[src/rtl/mux2_arbiter_pkg.sv]
// Shared constants for the two-requester arbiter: state encoding and parameter defaults.
package mux2_arbiter_pkg;

  localparam int unsigned DATA_W_DEF    = 8;
  localparam int unsigned MAX_BURST_DEF = 4;

  localparam int unsigned ST_W  = 2;
  localparam int unsigned CNT_W = 4;

  localparam logic [1:0] ST_IDLE = 2'b00;
  localparam logic [1:0] ST_G0   = 2'b01;
  localparam logic [1:0] ST_G1   = 2'b10;

endpackage

[src/rtl/mux2_arbiter_mux2.sv]
// Single-bit 2:1 mux cell: o_y = i_sel ? i_b : i_a.
module mux2_arbiter_mux2 (
  input  logic i_a,
  input  logic i_b,
  input  logic i_sel,
  output logic o_y
);

  assign o_y = i_sel ? i_b : i_a;

endmodule

[src/rtl/mux2_arbiter.sv]
// Two-requester arbiter with burst-limited fairness driving a shared 2:1 data mux.
module mux2_arbiter
  import mux2_arbiter_pkg::*;
#(
  parameter int unsigned DATA_W    = DATA_W_DEF,
  parameter int unsigned MAX_BURST = MAX_BURST_DEF
) (
  input  logic              clk,
  input  logic              rst,
  input  logic              req0,
  input  logic              req1,
  input  logic [DATA_W-1:0] d0,
  input  logic [DATA_W-1:0] d1,
  output logic              ack0,
  output logic              ack1,
  output logic              out_valid,
  input  logic              out_ready,
  output logic [DATA_W-1:0] out_data,
  output logic              sel
);

  localparam logic [CNT_W-1:0] MAX_CNT = CNT_W'(MAX_BURST);
  localparam logic [CNT_W:0]   MAX_EXT = (CNT_W + 1)'(MAX_BURST);

  logic [ST_W-1:0]   r_state;
  logic              r_last;
  logic              r_sel;
  logic [CNT_W-1:0]  r_cnt;

  logic [ST_W-1:0]   w_state_nxt;
  logic              w_last_nxt;
  logic              w_sel_nxt;
  logic [CNT_W-1:0]  w_cnt_nxt;
  logic [CNT_W:0]    w_cnt_inc;
  logic              w_own_id;
  logic              w_own_req;
  logic              w_oth_req;
  logic              w_xfer;
  logic [DATA_W-1:0] w_mux;

  // Granted-side view of the requests; the counter increment is one bit wider so it cannot wrap.
  assign w_own_id  = (r_state == ST_G1);
  assign w_own_req = w_own_id ? req1 : req0;
  assign w_oth_req = w_own_id ? req0 : req1;
  assign w_cnt_inc = {1'b0, r_cnt} + (CNT_W + 1)'(1);

  // Handshake outputs; reset suppresses valid, ack and forces sel to 0.
  assign out_valid = !rst && (r_state != ST_IDLE) && w_own_req;
  assign w_xfer    = out_valid && out_ready;
  assign ack0      = w_xfer && (r_state == ST_G0);
  assign ack1      = w_xfer && (r_state == ST_G1);
  assign sel       = rst ? 1'b0 : r_sel;

  // Per-bit data mux; IDLE presents d0 regardless of the held select.
  for (genvar b = 0; b < int'(DATA_W); b++) begin : g_mux
    mux2_arbiter_mux2 u_mux (
      .i_a  (d0[b]),
      .i_b  (d1[b]),
      .i_sel(sel),
      .o_y  (w_mux[b])
    );
  end

  assign out_data = (r_state == ST_IDLE) ? d0 : w_mux;

  // State, select, burst counter and last-grant registers.
  always_ff @(posedge clk) begin
    if (rst) begin
      r_state <= ST_IDLE;
      r_last  <= 1'b1;
      r_sel   <= 1'b0;
      r_cnt   <= '0;
    end else begin
      r_state <= w_state_nxt;
      r_last  <= w_last_nxt;
      r_sel   <= w_sel_nxt;
      r_cnt   <= w_cnt_nxt;
    end
  end

  // Next-state logic: tie-break on last, burst-limited handover, hold while stalled.
  always_comb begin
    w_state_nxt = r_state;
    w_last_nxt  = r_last;
    w_sel_nxt   = r_sel;
    w_cnt_nxt   = r_cnt;
    case (r_state)
      ST_IDLE: begin
        if (req0 && (!req1 || r_last)) begin
          w_state_nxt = ST_G0;
          w_sel_nxt   = 1'b0;
          w_cnt_nxt   = '0;
        end else if (req1) begin
          w_state_nxt = ST_G1;
          w_sel_nxt   = 1'b1;
          w_cnt_nxt   = '0;
        end
      end
      ST_G0, ST_G1: begin
        if (!w_own_req) begin
          w_last_nxt = w_own_id;
          if (w_oth_req) begin
            w_state_nxt = w_own_id ? ST_G0 : ST_G1;
            w_sel_nxt   = !w_own_id;
            w_cnt_nxt   = '0;
          end else begin
            w_state_nxt = ST_IDLE;
          end
        end else if (w_xfer) begin
          if (w_oth_req) begin
            if (w_cnt_inc >= MAX_EXT) begin
              w_state_nxt = w_own_id ? ST_G0 : ST_G1;
              w_sel_nxt   = !w_own_id;
              w_last_nxt  = w_own_id;
              w_cnt_nxt   = '0;
            end else begin
              w_cnt_nxt = w_cnt_inc[CNT_W-1:0];
            end
          end else begin
            w_cnt_nxt = (w_cnt_inc >= MAX_EXT) ? MAX_CNT : w_cnt_inc[CNT_W-1:0];
          end
        end
      end
      default: begin
        w_state_nxt = ST_IDLE;
      end
    endcase
  end

endmodule

[config.mk]
export PLATFORM = sky130hd
export DESIGN_NAME = mux2_arbiter
export DESIGN_NICKNAME = d
export VERILOG_FILES = /design/src/rtl/mux2_arbiter_pkg.sv /design/src/rtl/mux2_arbiter_mux2.sv /design/src/rtl/mux2_arbiter.sv
export SDC_FILE = /design/constraint.sdc
export NUM_CORES = 1
export LEC_CHECK = 0
export CAP_MARGIN = 10
export CORE_AREA = 10 10 58 60
export CTS_BUF_LIST = sky130_fd_sc_hd__clkbuf_4 sky130_fd_sc_hd__clkbuf_8
export DETAILED_ROUTE_END_ITERATION = 16
export DIE_AREA = 0 0 68 70
export PLACE_DENSITY = 0.71
export SLEW_MARGIN = 20
export SYNTH_ARGS = -nofsm -noshare
export SYNTH_HDL_FRONTEND = slang
export SYNTH_SLANG_ARGS = --single-unit
[constraint.sdc]
create_clock -name clk -period 3.1 [get_ports clk]
set_clock_uncertainty 0.2 [all_clocks]
set_input_delay 0.62 -clock clk [delete_from_list [all_inputs] [get_ports clk]]
set_output_delay 0.62 -clock clk [all_outputs]
set_load 0.01 [all_outputs]
==> out/summary.txt <==
Status: complete, no violations
Share of cells above drive strength 1: 0.232
Clock sink count: 8
Post-synth cell types: 29
Worst-path clk slew: 60 ps
Core outline area: 0.00234 mm2
Synth Area in XOR/XNOR: 0
Leak pwr: 0.509 nW
Final std cells w/o fill: 155
Routed vias/inst: 5.11
RSZ-0062 raised after global routing: false
Synth Register Bits: 8
Clk Latency, worst-skew pair: 260 ps
Part of the Yosys area used for sequential elements: 0.215
Largest family of logic cells by synthesized area: simple AND/OR/NAND/NOR gates
WP data required: 2280 ps
Synth Warn #: 0
Setup WS post-layout: 68.2 ps
Highest Clock Rate: 330 MHz
Post-place setup slack: -57.3 ps
Crit Path Category: input pin to output pin
Starting Density: 0.318
Startpoint types: input pin
Number of DRC markers in iteration 0: 19
Hpwl dp: 1.87 mm
# placed instances: 152
Actual slew at the worst max-slew pin: 459 ps
DR vias: 792
Reg2Reg Setup Slack: 770 ps
Max Slew Vio Count: 0
Critical Path Fanout Max: 5
Hold buffer count at cts: 0
Maximum capacitance violations: 0
Largest net degree at the start of global routing: 11
CTS tree: yes
Max VDD drop: 0.000332 V
Mapped Area: 744 um2
Final period util: 0.978
Number of global-route vias before repair: 764
Simple-gate share of the synthesized area: 0.249
Reg2reg start: r_state[0]
Post_cts resized: 7
PortBufs: 32
Critical path endpoint category: output pin
RR Endpoint: r_sel
Final worst path period need: 3030 ps
Total CTS buffers: 3
Synth-to-layout area growth: 57.5%
Ant. Diodes: 0
Core Rows: 18
Gr usage total: 0.0990
Hold/Removal Path Class: flip-flop to flip-flop
Initial antenna violation count: 0
Die height: 70 um
Number of synthesized flops with an enable pin: 0
DR DRC count: 0
Drt pass-1 iters: 4
Drt wl/cell: 14.9 um
Rel. slew slack: 0.691
Mux contribution to synthesized area: 0.224
Worst Path Arrival: 2210 ps
Die area: 0.00476 mm2
Die width: 68 um
Drt total wl: 2.31 mm
FF-to-FF path depth: 7
Longest Clk Path Bufs: 2
Ys async rst share: 0
First-pass GRT wire length: 3.75 mm
Htree depth: 1
Num ports: 33
Fin util: 0.501
Setup crit end: ack1
Adder-cell share of the synthesized area: 0.101
Syn nets: 115
DRT antenna net count: 0
Top post-synthesis cells by count: 8 x dfxtp_1, 8 x mux2_2, 7 x a21oi_1, 7 x nor2_1, 6 x ha_1
Final hold vios: 0
Synth area leader: dfxtp_1
Final nets: 154
Avg Cell Area, Syn: 8.46 um2
Post-CTS setup buffer count: 0
Pwr Density: 536 mW/mm2
Root Driver: clkbuf_4
GP Congestion: 0.885
Synth Instances: 88
Setup-failing EPs final: 0
First element of the critical path: req0
Post-synth top area share: 0.215
Top FF cell, synth: dfxtp_1
GR Overflow Total: 0
Synth Area in Compound Gates: 0.166
Largest cells by area after synthesis: dfxtp_1 22%, mux2_2 12%, ha_1 10%
[how the worst min path moves through the flow]
stage                     slack, ps        from          to  depth (start not counted)
final                           300  r_state[1]  r_state[1]                          2
after global routing            340  r_state[1]  r_state[1]                          2
after CTS                       320  r_state[0]  r_state[0]                          2
after detailed placement        310  r_state[0]  r_state[0]                          2
after global placement          300  r_state[1]  r_state[1]                          2
after floorplan                 280  r_state[1]  r_state[1]                          2
[through the flow]
step                hold slack [ps]  TNS, ps  power [mW]  cell area (um2)
floorplan                       281        0       0.409              744
global placement                303     -314       0.524             1140
detailed placement              312     -297       0.534             1140
CTS                             320        0       0.622             1160
global route                    341        0       0.686             1170
finish                          299        0       0.628             1170
[cell families (layout without fill, tap and decap cells)]
| logic type | Yosys count | after routing |
|---|---|---|
| AOI/OAI and AO/OA | 19 | 19 |
| adders and majority gates | 6 | 6 |
| buffers and inverters | 8 | 45 |
| DFF | 8 | 8 |
| muxes | 15 | 15 |
| and+or+nand+nor | 32 | 32 |
[sequential cells by signal, indices dropped and copies added, names as in the netlist]
register  flops
r_cnt         4
r_state       2
r_last        1
r_sel         1
[placed cells by master, fill, tap and decap left out, types with 2 or more instances in the layout]
| cell | count |
|---|---|
| nand2_1 | 5 |
| and2_2 | 5 |
| nor2b_1 | 3 |
| clkbuf_4 | 3 |
| ha_1 | 4 |
| o211ai_1 | 2 |
| nor3b_1 | 2 |
| dlymetal6s2s_1 | 3 |
| ha_2 | 2 |
| o21ai_0 | 5 |
| nor2_1 | 6 |
| buf_4 | 4 |
| mux2i_1 | 5 |
| dlygate4sd2_1 | 5 |
| mux2_2 | 8 |
| dfxtp_1 | 7 |
| inv_1 | 5 |
| clkdlybuf4s50_1 | 24 |
| nand3_1 | 2 |
| a21oi_1 | 7 |
[metal layers]
layer | wire (um) | vias to the layer above | track usage
li1 | - | 393 | -
met1 | 1030 | 356 | 0.116
met2 | 975 | 39 | 0.146
met3 | 268 | 4 | 0.0463
met4 | 35 | 0 | 0.0470
met5 | 0 | - | 0
[area by class of cell]
class	instances	area [um2]
fillers	232	1170
multi-input cells	72	561
repair buffers	37	372
flip-flops and latches	8	161
well taps	30	37.5
clock buffers	3	22.5
inverters	5	18.8
[critical path: stages]
cell,delay [ps]
clkdlybuf4s50_1,420
mux2_4,300
and3_4,210
and2_2,180
clkdlybuf4s50_1,480
[power breakdown]
part / switching [mW] / internal, mW / leakage (nW)
logic: 0.186 / 0.209 / 0.429
registers: 0.0209 / 0.126 / 0.0656
clock network: 0.0409 / 0.0447 / 0.0138
Power figures use the tool's default switching activity.
